[src/rtl/gcd_pkg.sv]
// Shared definitions for the sequential GCD engine and its remainder unit.
package gcd_pkg;

  localparam int W    = 16;
  localparam int ITER = W;

  typedef enum logic [2:0] {
    S_IDLE  = 3'd0,
    S_CHECK = 3'd1,
    S_MOD   = 3'd2,
    S_SWAP  = 3'd3,
    S_FIN   = 3'd4
  } state_t;

endpackage

[src/rtl/urem_seq.sv]
// Restoring shift-subtract remainder unit: r = a mod b after W iterations.
module urem_seq
  import gcd_pkg::*;
#(
  parameter int W = gcd_pkg::ITER
) (
  input  logic         clk,
  input  logic         rst_n,
  input  logic         start,
  input  logic [W-1:0] a,
  input  logic [W-1:0] b,
  output logic [W-1:0] r,
  output logic         rdy
);

  localparam int CW = $clog2(W) + 1;

  logic [W-1:0]  r_rem;
  logic [W-1:0]  r_quo;
  logic [CW-1:0] r_cnt;
  logic          r_rdy;

  logic [W-1:0] w_rem_src;
  logic [W-1:0] w_quo_src;
  logic [W:0]   w_trial;
  logic [W-1:0] w_rem_nxt;

  // The start cycle already performs the first iteration from R = 0, Q = a,
  // so the whole remainder takes exactly W clock edges.
  always_comb begin
    w_rem_src = start ? '0 : r_rem;
    w_quo_src = start ? a  : r_quo;
    w_trial   = {w_rem_src, w_quo_src[W-1]};
    if (w_trial >= {1'b0, b}) begin
      w_rem_nxt = W'(w_trial - {1'b0, b});
    end else begin
      w_rem_nxt = w_trial[W-1:0];
    end
  end

  always_ff @(posedge clk or negedge rst_n) begin
    if (!rst_n) begin
      r_rem <= '0;
      r_quo <= '0;
      r_cnt <= '0;
      r_rdy <= 1'b0;
    end else if (start) begin
      r_rem <= w_rem_nxt;
      r_quo <= {w_quo_src[W-2:0], 1'b0};
      r_cnt <= CW'(W - 1);
      r_rdy <= 1'b0;
    end else if (r_cnt != '0) begin
      r_rem <= w_rem_nxt;
      r_quo <= {w_quo_src[W-2:0], 1'b0};
      r_cnt <= r_cnt - 1'b1;
      r_rdy <= (r_cnt == CW'(1));
    end
  end

  assign r   = r_rem;
  assign rdy = r_rdy;

endmodule

[src/rtl/gcd_seq.sv]
// Sequential Euclidean GCD of two signed operands; result is gcd(|X|, |Y|).
module gcd_seq
  import gcd_pkg::*;
#(
  parameter int W = gcd_pkg::W
) (
  input  logic                clk,
  input  logic                rst_n,
  input  logic                L,
  input  logic signed [W-1:0] X,
  input  logic signed [W-1:0] Y,
  output logic        [W-1:0] O,
  output logic                busy,
  output logic                done,
  output logic                ovf
);

  localparam logic [W-1:0] MIN_MAG = {1'b1, {(W-1){1'b0}}};

  state_t       r_state;
  logic [W-1:0] r_a;
  logic [W-1:0] r_b;
  logic [W-1:0] r_o;
  logic         r_busy;
  logic         r_done;
  logic         r_ovf;

  logic         w_start;
  logic [W-1:0] w_rem;
  logic         w_rdy;

  // Two's-complement magnitude; the most negative value maps to MIN_MAG.
  function automatic logic [W-1:0] mag(input logic signed [W-1:0] v);
    logic [W-1:0] u;
    u = v;
    return v[W-1] ? W'(~u + 1'b1) : u;
  endfunction

  assign w_start = (r_state == S_CHECK) && (r_b != '0);

  urem_seq #(.W(W)) u_urem (
    .clk   (clk),
    .rst_n (rst_n),
    .start (w_start),
    .a     (r_a),
    .b     (r_b),
    .r     (w_rem),
    .rdy   (w_rdy)
  );

  always_ff @(posedge clk or negedge rst_n) begin
    if (!rst_n) begin
      r_state <= S_IDLE;
      r_a     <= '0;
      r_b     <= '0;
      r_o     <= '0;
      r_busy  <= 1'b0;
      r_done  <= 1'b0;
      r_ovf   <= 1'b0;
    end else begin
      r_done <= 1'b0;
      case (r_state)
        S_IDLE: begin
          if (L) begin
            r_a     <= mag(X);
            r_b     <= mag(Y);
            r_busy  <= 1'b1;
            r_state <= S_CHECK;
          end
        end
        S_CHECK: r_state <= (r_b == '0) ? S_FIN : S_MOD;
        S_MOD: begin
          if (w_rdy) r_state <= S_SWAP;
        end
        S_SWAP: begin
          r_a     <= r_b;
          r_b     <= w_rem;
          r_state <= S_CHECK;
        end
        S_FIN: begin
          r_o     <= r_a;
          r_ovf   <= (r_a == MIN_MAG);
          r_done  <= 1'b1;
          r_busy  <= 1'b0;
          r_state <= S_IDLE;
        end
        default: r_state <= S_IDLE;
      endcase
    end
  end

  assign O    = r_o;
  assign busy = r_busy;
  assign done = r_done;
  assign ovf  = r_ovf;

endmodule
[config.mk]
export PLATFORM = sky130hd
export DESIGN_NAME = gcd_seq
export DESIGN_NICKNAME = d
export VERILOG_FILES = /design/src/rtl/gcd_pkg.sv /design/src/rtl/urem_seq.sv /design/src/rtl/gcd_seq.sv
export SDC_FILE = /design/constraint.sdc
export NUM_CORES = 1
export LEC_CHECK = 0
export ABC_CLOCK_PERIOD_IN_PS = 4420
export CORE_MARGIN = 5
export CORE_UTILIZATION = 25
export CTS_CLUSTER_SIZE = 30
export DETAILED_ROUTE_END_ITERATION = 8
export PLACE_DENSITY = 0.51
export SYNTH_ARGS = -nofsm -noshare
export SYNTH_HDL_FRONTEND = slang
export SYNTH_SLANG_ARGS = --single-unit
[constraint.sdc]
create_clock -name clk -period 4.42 [get_ports clk]
set_input_delay 0.442 -clock clk [delete_from_list [all_inputs] [get_ports clk]]
set_output_delay 0.442 -clock clk [all_outputs]
set_load 0.1 [all_outputs]
==> impl_metrics.csv <==
group,metric,value,unit
status,outcome,"finished, final reports clean",
cts,clk_latency,350,ps
cts,clkTransAtPathRegs,70,ps
global_routing,grt_overflow,0,
pwr,pwr-share-comb,53.8,%
worst_setup_path,crit_chain,"nor4_1 > nand4_1 > nand2_1 > buf_4 > and2_1 > ha_1 > a21oi_2 > o22ai_1 > nor4b_2 > nand3_1 > a22oi_4 > buf_4 > mux2_1 > a21oi_1",
worst_setup_path,cp_num_buf_inv,2,
synthesis,syn_inst,603,
synthesis,synth-seq-area-share,42.22,%
timing,fmax,246.6,MHz
floorplan,coreArea,0.02115,mm2
drt,drc_errors,0,
finish,area_growth,21.60,%
timing,worstMarginPinSlew,1000,ps
synthesis,ys_warn_count,0,
floorplan,rows,53,
drt,avgViaCountPerCell,4.975,
pwr,p_leak,2.875,nW
global_routing,grt_pass1_wl,25.12,mm
cts,htreeDepth,3,
synthesis,yosysTopAreaCellShare,42.22,%
drt,vias,4632,
pwr,irDropWorstVdd,0.2489,mV
timing,finalSetupViolCount,0,
cts,cts.sinks,91,
worst_setup_path,crit_fanout,19,
drt,initialDrtViolationCount,300,
synthesis,yosys.area.top_type,"dfrtp_1",
pwr,seq_power_share,30.5,%
cts,holdBufCountCts,0,
global_routing,grt_max_degree,63,
floorplan,dieArea,0.02461,mm2
worst_setup_path,worst_setup_path_start_kind,"register",
pwr,switching_power,2.261,mW
timing,skew,7.442,ps
pwr,p_per_area,778.4,mW/mm2
timing,finalHoldViolCount,0,
timing,period_share,91.76,%
drt,post_drt_wl_per_cell,16.88,um
cts,cts_resized,0,
worst_setup_path,cp-end-kind,"register",
placement,numPortBuffers,53,
global_routing,antenna_found_initial,0,
worst_setup_path,cpMostUsedCell,"buf_4",
floorplan,pin_count,54,
worst_setup_path,max_stage_delay,480,ps
finish,diodes,0,
synthesis,synth-seq-cells,91,
worst_setup_path,crit_required,4690,ps
pwr,pwr-share-clk,15.8,%
timing,drv_slew,0,
finish,utilization,31.00,%
drt,postRouteAntennaNets,0,
drt,dr.pass1.iters,5,
global_routing,grt_pass1_vias,4434,
hold_path,min-delay-path-class,"primary input to async pin",
cts,cts_tree,"done",
pwr,internal_power,2.844,mW
timing,maxSlewHeadroom,33.14,%
synthesis,netlist-cell-type-count,64,
run,cap_violations,0,
finish,final_layout_size_suffix_gt1_share,7.165,%
timing,final.min_clock_period,4056,ps
floorplan,fp.dieW,156.9,um
finish,nets,708,
synthesis,avgSynthCellArea,8.945,um2
synthesis,async_flop_share,100.0,%
placement,dp_hpwl,11.42,mm
placement,globalplace.congestion,0.8125,
synthesis,synth_area,0.005394,mm2
synthesis,synth_fp_nets,660,
cts,cts_setup_buffers,0,
synthesis,synth_edf_count,0,
worst_setup_path,cpMaxStageDelayCell,"nor4_1",
cts,numCtsBuffers,9,
floorplan,start_util,25.50,%
worst_setup_path,worstPathArrival,4330,ps
pwr,p_sw_share,44.29,%
worst_setup_path,path_class,"register to register",
global_routing,grtUsageTotal,12.87,%
worst_setup_path,path_delay_family,"simple AND/OR/NAND/NOR gates",
synthesis,ys_top_cells_by_area,"dfrtp_1 42%, nand2_1 7.6%, ha_1 4.9%",
timing,rsz0062_at_grt,"no",
floorplan,die_y,156.9,um
synthesis,synth_top_flop_cell,"dfrtp_1",
drt,wl,15.71,mm
timing,tns,0,ps
cts,cts_root_buf,"clkbuf_16",
cts,ctsLongestPathBuffers,2,
-- routing by layer --
layer  vias to the layer above  GRT usage [%]  part of all wire (%)
met3                        14          1.383                   3.5
met2                       101          19.85                    45
li1                       2260              -                     -
met4                         0          4.421                   1.5
met5                         -              0                     0
met1                      2257          18.74                    50
-- worst paths after layout --
kind	cells past startpoint	from	slack (ps)	to
worst min register to register	2	O[1]$_DFFE_PN0P_	470	O[1]$_DFFE_PN0P_
min in group clk	2	O[1]$_DFFE_PN0P_	470	O[1]$_DFFE_PN0P_
worst max register to register	14	r_b[1]$_DFFE_PN0P_	360	u_urem.r[0]$_DFFE_PN0P_
worst max-delay path	14	r_b[1]$_DFFE_PN0P_	360	u_urem.r[0]$_DFFE_PN0P_
max in group asynchronous	2	rst_n	3310	O[8]$_DFFE_PN0P_
worst min-delay path	1	rst_n	180	u_urem.r[4]$_DFFE_PN0P_
-- layout make-up --
| cell class | count | area (um2) |
|---|---|---|
| fillers | 2214 | 14600 |
| multi-input cells | 456 | 2907 |
| well taps | 275 | 344.1 |
| inverters | 28 | 105.1 |
| clock buffers | 9 | 225.2 |
| flip-flops and latches | 91 | 2277 |
| repair buffers | 65 | 618.1 |
| clock inverters | 7 | 82.58 |
-- cells by family (layout without fill, tap and decap cells) --
family,after synthesis,after routing,synth area share (%)
fa+ha+maj,22,22,5.242
xor+xnor,35,35,5.683
buf+inv,56,109,4.013
simple gates,228,228,20.41
flops,91,91,42.22
mux,8,8,1.531
compound gates,163,163,20.90
-- power groups by stage --
stage	combinational [mW]	sequential, mW	clock (mW)
detailed placement	2.75	1.56	0
floorplan	2.13	1.42	0
finish	2.75	1.56	0.805
CTS	2.76	1.55	0.824
global placement	2.75	1.56	0
global route	3.07	1.59	0.853
-- layout by cell type, fill, tap and decap left out, types with 21 or more instances in the layout --
master,synthesis,final
nand2_1,109,109
dfrtp_1,91,91
clkdlybuf4s50_1,0,52
nor2_1,37,37
o21ai_0,34,34
inv_1,28,28
a22oi_1,28,28
xor2_1,24,24
a21oi_1,23,23
ha_1,21,21
-- stage by stage --
step	worst slack [ps]	hold WS, ps	instances	power [mW]	cell area (um2)
global route	9.562	263.0	931	5.517	6559
detailed placement	342.5	464.4	915	4.302	6251
finish	364.2	179.5	931	5.106	6559
CTS	324.1	225.6	931	5.127	6559
floorplan	688.5	146.4	603	3.550	5394
global placement	407.2	461.2	915	4.313	6251
-- state kept, by name, summed over array words and instances (netlist names), 3 cells and up --
register and count:
u_urem.r 16, u_urem.r_cnt 5, r_a 16, O 16, u_urem.r_quo 15, r_state 3, r_b 16
-- cells in the mapped netlist (5+ instances only) --
master / count
inv_1: 28
nand3_1: 6
mux2i_1: 6
a221o_1: 11
nand2_1: 109
nand4_1: 5
nor4_1: 11
a21oi_1: 23
o31ai_1: 6
clkbuf_1: 22
dfrtp_1: 91
ha_1: 21
nor3_1: 10
xor2_1: 24
a31oi_1: 16
xnor2_1: 11
nor2b_1: 6
o21ai_0: 34
o21ai_1: 10
and2_1: 15
a22oi_1: 28
nor2_1: 37
No activity file was read; power rests on OpenSTA's default activity.
